--- src/rtl/writeback_unit.sv ---
// writeback_unit: MEM/WB pipeline register and writeback stage.
// Waits on a variable-latency data-memory response, aligns and extends load
// data, selects among ALU / load / PC+4 / CSR results and drives the
// register-file write port, with flush and back-pressure toward MEM.
// Optional feature macro: WB_RETIRE_CNT_EN (64-bit retired-instruction counter).
module writeback_unit #(
  parameter int XLEN  = 32,
  parameter int OFF_W = $clog2(XLEN/8)
) (
  input  logic             clk,
  input  logic             rst,
  input  logic             valid_MEM,
  output logic             ready_WB,
  input  logic             flush_WB,
  input  logic [1:0]       result_set_MEM,
  input  logic             reg_write_MEM,
  input  logic [4:0]       rd_MEM,
  input  logic             load_MEM,
  input  logic [2:0]       funct3_MEM,
  input  logic [OFF_W-1:0] addr_lo_MEM,
  input  logic [XLEN-1:0]  alu_result_MEM,
  input  logic [XLEN-1:0]  pcPlus4_MEM,
  input  logic [XLEN-1:0]  csr_data_MEM,
  input  logic             mem_rvalid,
  input  logic [XLEN-1:0]  mem_rdata,
  output logic [XLEN-1:0]  write_data_WB,
  output logic [4:0]       rd_WB,
  output logic             reg_write_WB,
  output logic [63:0]      retired_count
);

  typedef enum logic [1:0] {EMPTY, WAIT, FULL} state_e;

  state_e             state_q;
  logic [1:0]         result_set_q;
  logic               reg_write_q;
  logic [4:0]         rd_q;
  logic [2:0]         funct3_q;
  logic [OFF_W-1:0]   addr_lo_q;
  logic [XLEN-1:0]    alu_q;
  logic [XLEN-1:0]    pc4_q;
  logic [XLEN-1:0]    csr_q;
  logic [XLEN-1:0]    rdata_q;

  logic [7:0]         byte_v;
  logic [15:0]        half_v;
  logic [31:0]        word_v;
  logic [XLEN-1:0]    load_data;

  // Only a pending load blocks MEM; EMPTY and FULL both accept every cycle.
  assign ready_WB = (state_q != WAIT);

  // Pipeline register and EMPTY/WAIT/FULL sequencing; flush drops everything.
  always_ff @(posedge clk) begin
    if (rst) begin
      state_q      <= EMPTY;
      result_set_q <= '0;
      reg_write_q  <= 1'b0;
      rd_q         <= '0;
      funct3_q     <= '0;
      addr_lo_q    <= '0;
      alu_q        <= '0;
      pc4_q        <= '0;
      csr_q        <= '0;
      rdata_q      <= '0;
    end else if (flush_WB) begin
      state_q <= EMPTY;
    end else begin
      case (state_q)
        WAIT: begin
          if (mem_rvalid) begin
            rdata_q <= mem_rdata;
            state_q <= FULL;
          end
        end
        default: begin
          if (valid_MEM) begin
            result_set_q <= result_set_MEM;
            reg_write_q  <= reg_write_MEM;
            rd_q         <= rd_MEM;
            funct3_q     <= funct3_MEM;
            addr_lo_q    <= addr_lo_MEM;
            alu_q        <= alu_result_MEM;
            pc4_q        <= pcPlus4_MEM;
            csr_q        <= csr_data_MEM;
            if (load_MEM && !mem_rvalid) begin
              state_q <= WAIT;
            end else begin
              if (load_MEM) rdata_q <= mem_rdata;
              state_q <= FULL;
            end
          end else begin
            state_q <= EMPTY;
          end
        end
      endcase
    end
  end

  assign byte_v = rdata_q[{addr_lo_q, 3'b000} +: 8];
  assign half_v = rdata_q[{addr_lo_q[OFF_W-1:1], 4'b0000} +: 16];

  // Word lane select only exists when the datapath holds two words.
  generate
    if (XLEN == 64) begin : g_word64
      assign word_v = rdata_q[{addr_lo_q[OFF_W-1], 5'b00000} +: 32];
    end else begin : g_word32
      assign word_v = rdata_q[31:0];
    end
  endgenerate

  // Size/sign extraction; unlisted funct3 codes pass the raw data through.
  always_comb begin
    load_data = rdata_q;
    case (funct3_q)
      3'b000:  load_data = XLEN'($signed(byte_v));
      3'b100:  load_data = XLEN'(byte_v);
      3'b001:  load_data = XLEN'($signed(half_v));
      3'b101:  load_data = XLEN'(half_v);
      3'b010:  load_data = XLEN'($signed(word_v));
      3'b110:  if (XLEN == 64) load_data = XLEN'(word_v);
      default: load_data = rdata_q;
    endcase
  end

  // Result source mux driven by the registered selector.
  always_comb begin
    write_data_WB = alu_q;
    case (result_set_q)
      2'b00:   write_data_WB = alu_q;
      2'b01:   write_data_WB = load_data;
      2'b10:   write_data_WB = pc4_q;
      default: write_data_WB = csr_q;
    endcase
  end

  assign rd_WB        = rd_q;
  assign reg_write_WB = (state_q == FULL) && reg_write_q && (rd_q != 5'd0);

`ifdef WB_RETIRE_CNT_EN
  logic [63:0] retired_q;

  // Every cycle spent in FULL is one retired instruction, x0 writes included.
  always_ff @(posedge clk) begin
    if (rst) retired_q <= '0;
    else if (state_q == FULL) retired_q <= retired_q + 64'd1;
  end

  assign retired_count = retired_q;
`else
  assign retired_count = '0;
`endif

endmodule

--- config.mk ---
export PLATFORM = sky130hd
export DESIGN_NAME = writeback_unit
export DESIGN_NICKNAME = d
export VERILOG_FILES = /design/src/rtl/writeback_unit.sv
export SDC_FILE = /design/constraint.sdc
export NUM_CORES = 1
export LEC_CHECK = 0
export ABC_AREA = 1
export BUFFER_PORTS_ARGS = -buffer_cell sky130_fd_sc_hd__buf_4
export CORE_UTILIZATION = 45
export DETAILED_ROUTE_END_ITERATION = 6
export PLACE_DENSITY = 0.73
export SLEW_MARGIN = 20
export SYNTH_ARGS = -nofsm -noshare
export SYNTH_HDL_FRONTEND = slang
export SYNTH_SLANG_ARGS = --single-unit
--- constraint.sdc ---
create_clock -name clk -period 2.2 [get_ports clk]
set_clock_uncertainty 0.2 [all_clocks]
set_input_delay 0.44 -clock clk [delete_from_list [all_inputs] [get_ports clk]]
set_output_delay 0.44 -clock clk [all_outputs]
set_load 0.05 [all_outputs]
==> results of run 1 <==
-- power breakdown --
| group | switching, mW | total [mW] | internal (mW) |
|---|---|---|---|
| Combinational | 1.23 | 1.92 | 0.690 |
| Clock | 1.15 | 2.98 | 1.83 |
| Sequential | 0.0981 | 2.85 | 2.76 |
-- synth_stat cells (3+ instances only) --
| master | count | area share, % |
|---|---|---|
| clkbuf_1 | 30 | 1.6 |
| nand2_2 | 12 | 1.0 |
| inv_2 | 6 | 0.31 |
| nand4_1 | 9 | 0.79 |
| o211ai_1 | 4 | 0.42 |
| dfxtp_1 | 143 | 40 |
| nand2_1 | 112 | 5.9 |
| inv_1 | 45 | 2.4 |
| nand3_1 | 23 | 1.6 |
| nor2_1 | 281 | 15 |
| o21ai_1 | 31 | 2.2 |
| buf_1 | 4 | 0.21 |
| buf_4 | 73 | 7.6 |
| a21oi_1 | 110 | 7.7 |
| buf_2 | 21 | 1.5 |
| o21ai_0 | 115 | 8.0 |
| nand3_2 | 3 | 0.42 |
| a21oi_2 | 10 | 1.2 |
| nand2_4 | 4 | 0.63 |
| o22ai_1 | 3 | 0.26 |
-- path summary, 6_finish.rpt --
check               startpoint                 to  slack [ns]
max                funct3_q[0]  write_data_WB[10]       -0.34
min          alu_result_MEM[3]           alu_q[3]        0.06
max reg2reg         state_q[0]        rdata_q[31]        0.41
min reg2reg          pc4_q[23]          pc4_q[23]        0.28
-- registers in the layout (all words and copies together) (netlist names), 2 cells and up --
| signal | cells |
|---|---|
| addr_lo_q | 2 |
| rdata_q | 32 |
| pc4_q | 32 |
| state_q | 2 |
| alu_q | 32 |
| rd_WB | 5 |
| csr_q | 32 |
| funct3_q | 3 |
| result_set_q | 2 |
-- what timing repair did --
| action | CTS | global route |
|---|---|---|
| hold buffers | 2 | 0 |
| endpoints found under the hold margin | 1 | 0 |
| cloned | 0 | 1 |
| resized for setup | 62 | 33 |
| setup buffers | 4 | 5 |
| pin swaps | 5 | 13 |
| setup endpoints to repair | 32 | 34 |
-- metrics by stage --
stage	cell area [sq um]	cells	setup slack [ns]	power [mW]	util [%]
2_1_floorplan	7450	1113	0.0167	4.17	-
3_3_place_gp	8730	1418	0.0907	4.64	56.8
3_5_place_dp	8730	1418	0.0318	4.66	56.8
4_1_cts	9600	1456	-0.318	7.71	62.4
5_1_grt	9790	1461	-0.399	8.06	63.7
6_report	9790	1461	-0.344	7.76	63.7
-- cell type report --
type | count | share of cell area [%]
clock buffers | 21 | 4.60
clock inverters | 11 | 1.60
inverters | 53 | 2.19
multi-input cells | 786 | 38.3
flip-flops and latches | 143 | 29.3
well taps | 211 | 2.70
repair buffers | 236 | 21.3
-- metal layers --
metal,wire length [um],vias to the layer above,track usage (%),share of wire [%]
met5,0,-,0,0
met4,656,0,10.4,2.9
met3,1840,50,7.76,8.2
met2,9920,320,40.1,44
met1,9970,3297,38.2,45
li1,-,3648,-,-
-- logic make-up (layout without fill, tap and decap cells) --
kind of cell           count (synthesis)  in the layout  synth area share (%)
AO/OA/AOI/OAI                        274            274                  19.9
other                                  1             64                0.0523
flip-flops                           143            143                  40.0
buffers and inverters                184            321                  14.4
AND/OR/NAND/NOR                      448            448                  25.7
-- tightest hold or removal path: stages --
cell and delay [ns]:
buf_4 0.08, o21ai_1 0.05, nor2_1 0.07
-- layout by cell type, fill, tap and decap left out, types with 22 or more instances in the layout --
cell type	instances
nor2_1	280
a21oi_2	29
inv_1	42
buf_6	35
o21ai_1	32
dfxtp_1	137
a21oi_1	89
conb_1	64
o21ai_0	112
nand2_2	22
buf_4	185
nand2_1	98
==> run metrics, run 1 <==
CP startpoint kind flop; WHS Path Cells 3; Setup TNS Final -7.79 ns; Max-cap violations 0; count of final hold-check violations 0; path depth of the worst reg2reg path 7; final number of max-transition violations 0; std cell rows 45; Hold WC Path Type in2reg; final worst setup slack -0.344 ns; critical path depth 9; synth unique cells 29; Final min period 2.54 ns; Crit-path slowest cell dfxtp_2; H-Tree Depth 4; Iter 0 DRT Violations ~550; global router's overall resource usage 27.5%; hpwl dp 15900 um; total CTS buffers 17; Initial Util 46.6%; Synth Flop Type dfxtp_1; chip height 128 um; CTS Root Cell clkbuf_16; Req. time, crit path 1.56 ns; Final #Nets 1384; Arr. time, crit path about 1.9 ns; CTS tree built; max incr delay on CP approximately 0.34 ns; drt pass-1 iters 5; Syn Std Cell Area between 7000 and 8000 sq um; Synth Register Bits about 140; LEAKAGE roughly 4.3 nW; antenna cells 0; Worst-path clk slew 0.06 ns; RSZ-0062 raised after global routing yes; post-synthesis async set-or-reset flop share 0%; Post-Synthesis Cells 1050; Register Area 2870 sq um; Max Clk Rate 393 MHz; global route total overflow 0; synth warn 0; Die W roughly 130 um; pwr/cell area 792 nW/um^2; number of synthesized flops with an enable pin 0; outcome finished with violations; worst-path maximum fanout 7; full die area 16400 sq um; first-pass GRT wire length 34600 um; CP Class reg2out; Final ANT Viol Nets 0; GP Congestion 0.925; area grow syn2layout 36.6%; final hold slack around 0.056 ns; Sink Count 143; failing checks setup timing; vias in the first global route 6561; Worst VDD drop 639 uV; syn avg cell area 6.82 sq um; initial antenna violation count 0; CP endpoint kind primary output; Clk Latency, worst-skew pair 0.42 ns; fillers 1430; CP delay by family, top buffers and inverters; wire per inst 15.3 um; area of the multi-input gates around 3700 sq um; worst path cell trace inv_2, nand2_4, nor2_4, nand3_4, buf_6, nand2_1, nand2_1, a21oi_2, buf_6; share of layout cells above drive strength 1 28.8%; Finish-stage setup viols 32; sequential cell area fraction in the yosys report 40.0%; I/O Pins 250; # port buffers around 190; Buf/Inv on CP 3; period utilization 116%; largest net degree at the start of global routing 94; Core Region approximately 15000 sq um; vias per std cell 5.01; drt drc 0; clk buf depth 2; vias around 7300; final WL 22400 um
No activity file was read; power rests on OpenSTA's default activity.
==> run 2, diff against run 1 <==
--- a/config.mk
+++ b/config.mk
@@ -5,11 +5,12 @@
 export SDC_FILE = /design/constraint.sdc
 export NUM_CORES = 1
 export LEC_CHECK = 0
-export ABC_AREA = 1
+export ABC_AREA = 0
 export BUFFER_PORTS_ARGS = -buffer_cell sky130_fd_sc_hd__buf_4
 export CORE_UTILIZATION = 45
 export DETAILED_ROUTE_END_ITERATION = 6
 export PLACE_DENSITY = 0.73
+export REMOVE_ABC_BUFFERS = 1
 export SLEW_MARGIN = 20
 export SYNTH_ARGS = -nofsm -noshare
 export SYNTH_HDL_FRONTEND = slang
==> constraint.sdc (replaced) <==
create_clock -name clk -period 2.2 [get_ports clk]
set_clock_uncertainty 0.2 [all_clocks]
set_input_delay 0.44 -clock clk [delete_from_list [all_inputs] [get_ports clk]]
set_output_delay 0.44 -clock clk [all_outputs]
set_load 0.005 [all_outputs]
==> run 2 against run 1 <==
Compared with the run above: the flow still finishes with violations (setup timing); sequential share of layout area rose by 0.31 points; critical path depth down 3; fmax decreased by 7.9%; die area fell by 2.6%; via count decreased by 5.4%; global-route usage shrank 1.3 points; critical path type unchanged; highest routed layer unchanged.
==> run metrics, run 2 <==
hpwl dp 14000 um (-12%); CTS Root Cell clkbuf_16; total CTS buffers 17 (unchanged); synth top area cells dfxtp_1 41%, nand2_1 16%, a21oi_1 10%; chip height 127 um (-1.3%); Worst VDD drop 558 uV (-13%); antenna cells 0 (unchanged); number of synthesized flops with an enable pin 0 (unchanged); period utilization 126% (+10 points); CP Class reg2out; max incr delay on CP 0.33 ns (about the same); post-layout util 64.1% (+0.42 points); vias per std cell 5.25 (+4.9%); Initial Util 46.1% (-0.55 points); full die area 16000 sq um (-2.6%); Max Clk Rate 362 MHz (-7.9%); worst-path maximum fanout 17 (+10); largest net degree at the start of global routing 49 (-48%); Worst-path clk slew 0.06 ns (about the same); post-place setup slack -0.0398 ns (-0.0715 ns); most frequent cell after synthesis nand2_1; Crit-path slowest cell dfxtp_2; CTS tree built; CP startpoint kind flop; global router's overall resource usage 26.1% (-1.3 points); Clk Latency, worst-skew pair 0.42 ns (about the same); final WL 21100 um (-5.7%); pwr/cell area 676 nW/um^2 (-15%); failing checks setup timing; fillers 1315 (-8.0%); vias in the first global route 6697 (+2.1%); final worst setup slack -0.563 ns (-0.219 ns); Sink Count 143 (unchanged); Final #Nets 1265 (-8.6%); Synth Register Bits 143 (unchanged); GP Congestion 0.854 (-7.7%); area grow syn2layout 39.1%; placed instance count 1264 (-11%); initial antenna violation count 0 (unchanged); Hold WC Path Type in2reg; H-Tree Depth 4 (unchanged); area of the multi-input gates 3840 sq um (+2.3%); first-pass GRT wire length 32900 um (-4.9%); post-synthesis async set-or-reset flop share 0% (unchanged); Yosys top cell area share 41.0% (+1.1 points); synth warn 0 (unchanged); # port buffers 185 (unchanged); RSZ-0062 raised after global routing yes; commonest non-fill, non-tap cell in the layout nand2_1; I/O Pins 250 (unchanged); vias 6921 (-5.4%); Synth area leader dfxtp_1; Final ANT Viol Nets 0 (unchanged); Slew HR 63.1%; global route total overflow 0 (unchanged); synth unique cells 48 (+66%); Synth top cells by count 299 x nand2_1, 146 x a21oi_1, 143 x dfxtp_1, 65 x buf_4, 48 x clkbuf_1; Finish-stage setup viols 32 (unchanged); std cell rows 45 (unchanged); commonest non-fill, non-tap cells in the layout 295 x nand2_1, 222 x buf_4, 145 x a21oi_1, 136 x dfxtp_1, 64 x conb_1; wire per inst 16.0 um (+4.6%); final number of max-transition violations 0 (unchanged); total power 6.56 mW (-15%); Syn Std Cell Area 6980 sq um (-2.6%); Worst Max-Slew Pin Slew 0.553 ns; Max-cap violations 0 (unchanged); Post-Synthesis Cells 919 (-12%); drt pass-1 iters 7 (+2); Iter 0 DRT Violations 449 (-19%); Register Area 2880 sq um (+0.22%); clk buf depth 2 (unchanged); CP endpoint kind primary output; syn avg cell area 7.59 sq um (+11%); Arr. time, crit path 2.12 ns (+0.22 ns); Core Region 15100 sq um (-1.5%); share of layout cells above drive strength 1 33.7% (+4.9 points); worst path cell trace buf_4, buf_4, a221oi_2, a22o_1, a31oi_1, buf_4; sequential cell area fraction in the yosys report 41.0% (+1.1 points); LEAKAGE 4.03 nW (-6.6%); post-route insts no fill 1318 (-9.8%); Die W 127 um (-1.3%); drt drc 0 (unchanged); outcome finished with violations; count of final hold-check violations 0 (unchanged); Synth Flop Type dfxtp_1; Req. time, crit path 1.56 ns (about the same); Final min period 2.76 ns (+0.219 ns); CP dominant cell by count buf_4
-- run 2: cell count changes in the layout (fill, tap and decap cells not counted), sizes merged, moves of 18 or more --
cell    delta
a21oi     +26
a22oi     +27
inv       -48
nand2    +171
nand3     -25
nor2     -267
o211ai    +29
o21ai    -128
or2       +18
-- run 2: cells by family (layout without fill, tap and decap cells) --
group	after synthesis	in the layout	synth area share [%]
AOI/OAI and AO/OA	255	255	22.6
muxes	24	24	3.93
other	1	64	0.0537
and+or+nand+nor	354	354	20.6
DFF	143	143	41.0
buffers and inverters	142	290	11.8
-- run 2: timing repair --
| item | CTS | global route |
|---|---|---|
| endpoints found under the setup margin | 33 | 33 |
| cloned | 3 | 1 |
| hold buffers | 1 | 0 |
| resized for setup | 79 | 31 |
| buffers inserted | 12 | 9 |
| endpoints found under the hold margin | 1 | 0 |
| pin swaps | 24 | 14 |
-- run 2: cell type report --
type | instances | area share, %
Inverter | 6 | 0.284
Clock inverter | 9 | 0.877
Multi-Input combinational cell | 697 | 39.5
Tap cell | 188 | 2.42
Timing Repair Buffer | 253 | 22.3
Sequential cell | 143 | 29.6
Clock buffer | 22 | 4.99
-- run 2: stage by stage --
stage                     instance area, sq um  hold WS (ns)  TNS, ns
after global placement                    8500         0.237        0
after global routing                      9710        0.0410   -14.25
final                                     9710        0.0437   -12.64
after floorplan                           6410         0.225  -524.38
after CTS                                 9530        0.0325   -12.42
after detailed placement                  8500         0.241   -0.199
-- run 2: critical path: cells and delay by family, from the launching register on --
| family | cells | cell delay, ns |
|---|---|---|
| DFF | 1 | 0.33 |
| AOI/OAI and AO/OA | 3 | 0.61 |
| buffers and inverters | 3 | 0.75 |
-- run 2: final timing paths --
path / start / end / slack [ns] / depth (start not counted)
max reg2reg: state_q[0] / csr_q[22] / 0.22 / 7
max: result_set_q[1] / write_data_WB[15] / -0.56 / 6
min reg2reg: pc4_q[27] / pc4_q[27] / 0.25 / 2
min: flush_WB / state_q[1] / 0.04 / 2
-- run 2: power by group --
| part | total (mW) | internal (mW) | leakage (nW) | switching, mW |
|---|---|---|---|---|
| Clock | 2.79 | 1.66 | 0.274 | 1.12 |
| Combinational | 1.00 | 0.524 | 2.58 | 0.479 |
| Sequential | 2.77 | 2.70 | 1.17 | 0.0701 |
| Total | 6.56 | 4.89 | 4.03 | 1.67 |
-- run 2: per-layer routing --
layer	track usage, %	vias up	wire length, um
li1	-	3382	-
met1	31.0	3243	8870
met3	6.58	42	1360
met4	11.3	0	448
met5	0	-	0
met2	44.8	254	10400
==> run 3, diff against run 2 <==
==> constraint.sdc (replaced) <==
create_clock -name clk -period 2.96 [get_ports clk]
set_clock_uncertainty 0.2 [all_clocks]
set_input_delay 0.592 -clock clk [delete_from_list [all_inputs] [get_ports clk]]
set_output_delay 0.592 -clock clk [all_outputs]
set_load 0.005 [all_outputs]
==> run 3 against run 2 <==
Compared with the run above: the flow now finishes without violations; global-route usage shrank 1.5 points; setup slack better by 0.63 ns; sequential share of layout area grew 2.4 points; combinational power decreased by 37%; final cell count down 3.0%; register-to-register slack improved by 0.53 ns; total power fell by 25%; critical path type unchanged.
==> run metrics, run 3 (synthesized netlist as in run 2, its figures left out) <==
outcome complete, no violations; CP delay by family, top compound AO/OA/AOI/OAI gates; Clk Latency, worst-skew pair 0.42 ns (about the same); vias 6633 (-4.2%); global route total overflow 0 (unchanged); count of final hold-check violations 0 (unchanged); Core Region 15100 sq um (unchanged); vias in the first global route 6010 (-10%); period utilization 97.7%; RSZ-0062 raised after global routing no; CP dominant cell by count buf_4; H-Tree Depth 4 (unchanged); commonest non-fill, non-tap cells in the layout 299 x nand2_1, 207 x buf_4, 146 x a21oi_1, 139 x dfxtp_1, 64 x conb_1; max incr delay on CP 0.40 ns (+0.07 ns); Worst-path clk slew 0.06 ns (about the same); commonest non-fill, non-tap cell in the layout nand2_1; Final ANT Viol Nets 0 (unchanged); Req. time, crit path 2.17 ns (+0.61 ns); area grow syn2layout 28.3%; first-pass GRT wire length 30700 um (-6.6%); Iter 0 DRT Violations 475 (+5.8%); Crit-path slowest cell o32ai_1; Die W 127 um (unchanged); placed instance count 1244 (-1.6%); vias per std cell 5.19 (-1.2%); initial antenna violation count 1 (+1); Finish-stage setup viols 0 (-100%); Slew HR 50.4% (-13 points); final number of max-transition violations 0 (unchanged); share of layout cells above drive strength 1 27.2% (-6.5 points); antenna cells 0 (unchanged); Final min period 2.89 ns; drt drc 0 (unchanged); Max-cap violations 0 (unchanged); Sink Count 143 (unchanged); final WL 19800 um (-6.4%); CP Class reg2out; Post-CTS Hold Fix Bufs 0 (-1); Max Clk Rate 346 MHz; LEAKAGE 3.72 nW (-7.7%); worst path cell trace buf_4, nand2b_1, o32ai_1, o21ai_0, buf_4; post-route insts no fill 1279 (-3.0%); Hold WC Path Type in2reg; worst-path maximum fanout 22 (+5); full die area 16000 sq um (unchanged); chip height 127 um (unchanged); Initial Util 46.1% (unchanged); drt pass-1 iters 5 (-2); CTS tree built; pwr/cell area 549 nW/um^2 (-19%); CTS Root Cell clkbuf_16; final hold slack 0.160 ns (+0.117 ns); global router's overall resource usage 24.7% (-1.5 points); CP endpoint kind primary output; wire per inst 15.4 um (-3.6%); total CTS buffers 17 (unchanged); largest net degree at the start of global routing 66 (+35%); # port buffers 185 (unchanged); Arr. time, crit path 2.10 ns (-0.02 ns); Worst Max-Slew Pin Slew 0.744 ns (+0.191 ns); I/O Pins 250 (unchanged); Final #Nets 1225 (-3.2%); Worst VDD drop 422 uV (-24%); GP Congestion 0.850 (-0.49%); std cell rows 45 (unchanged); Buf/Inv on CP 2 (-1); hpwl dp 13400 um (-4.1%); CP startpoint kind flop; clk buf depth 2 (unchanged)
-- run 3: path summary, 6_finish.rpt --
path / startpoint / slack, ns / end / cells past startpoint
setup / recovery: addr_lo_q[1] / 0.07 / write_data_WB[6] / 5
setup reg to reg: state_q[0] / 0.75 / result_set_q[0] / 6
hold / removal: mem_rvalid / 0.16 / state_q[0] / 2
hold reg to reg: pc4_q[31] / 0.25 / pc4_q[31] / 2
-- run 3: cell type report --
class	count	area (sq um)
Sequential cell	143	2870
Inverter	6	22.5
Fill cell	1456	6190
Clock buffer	27	513
Tap cell	188	235
Multi-Input combinational cell	697	3550
Timing Repair Buffer	213	1670
Clock inverter	5	100
-- run 3: what timing repair did --
action | CTS | global route
setup endpoints to repair | 18 | 3
pin swaps | 0 | 0
gates resized for setup | 3 | 3
hold endpoints to repair | 0 | 0
buffers inserted | 3 | 0
-- run 3: per-layer routing --
metal  global-route usage, %  share of wire [%]  vias to the layer above  wire, um
li1                        -                  -                     3303         -
met3                    6.54                6.3                       25      1240
met2                    41.0                 48                      226      9540
met1                    30.8                 43                     3077      8580
met4                    8.65                1.9                        2       377
met5                       0              0.061                        -        12
-- run 3: metrics by stage --
stage / utilization (%) / power, mW / setup TNS, ns / cell area, sq um / setup slack, ns
2_1_floorplan: - / 2.38 / -440.61 / 6410 / -4.01
3_3_place_gp: 54.8 / 2.71 / 0 / 8300 / 0.361
3_5_place_dp: 54.8 / 2.72 / 0 / 8300 / 0.332
4_1_cts: 59.1 / 4.95 / 0 / 8950 / 0.0284
5_1_grt: 59.1 / 5.10 / 0 / 8950 / 0.00961
6_report: 59.1 / 4.91 / 0 / 8950 / 0.0692
-- run 3: report_power, final --
| part | switching [mW] | leakage, nW | internal [mW] |
|---|---|---|---|
| logic | 0.316 | 2.25 | 0.314 |
| registers | 0.0494 | 1.17 | 2.01 |
| clock network | 0.789 | 0.302 | 1.44 |
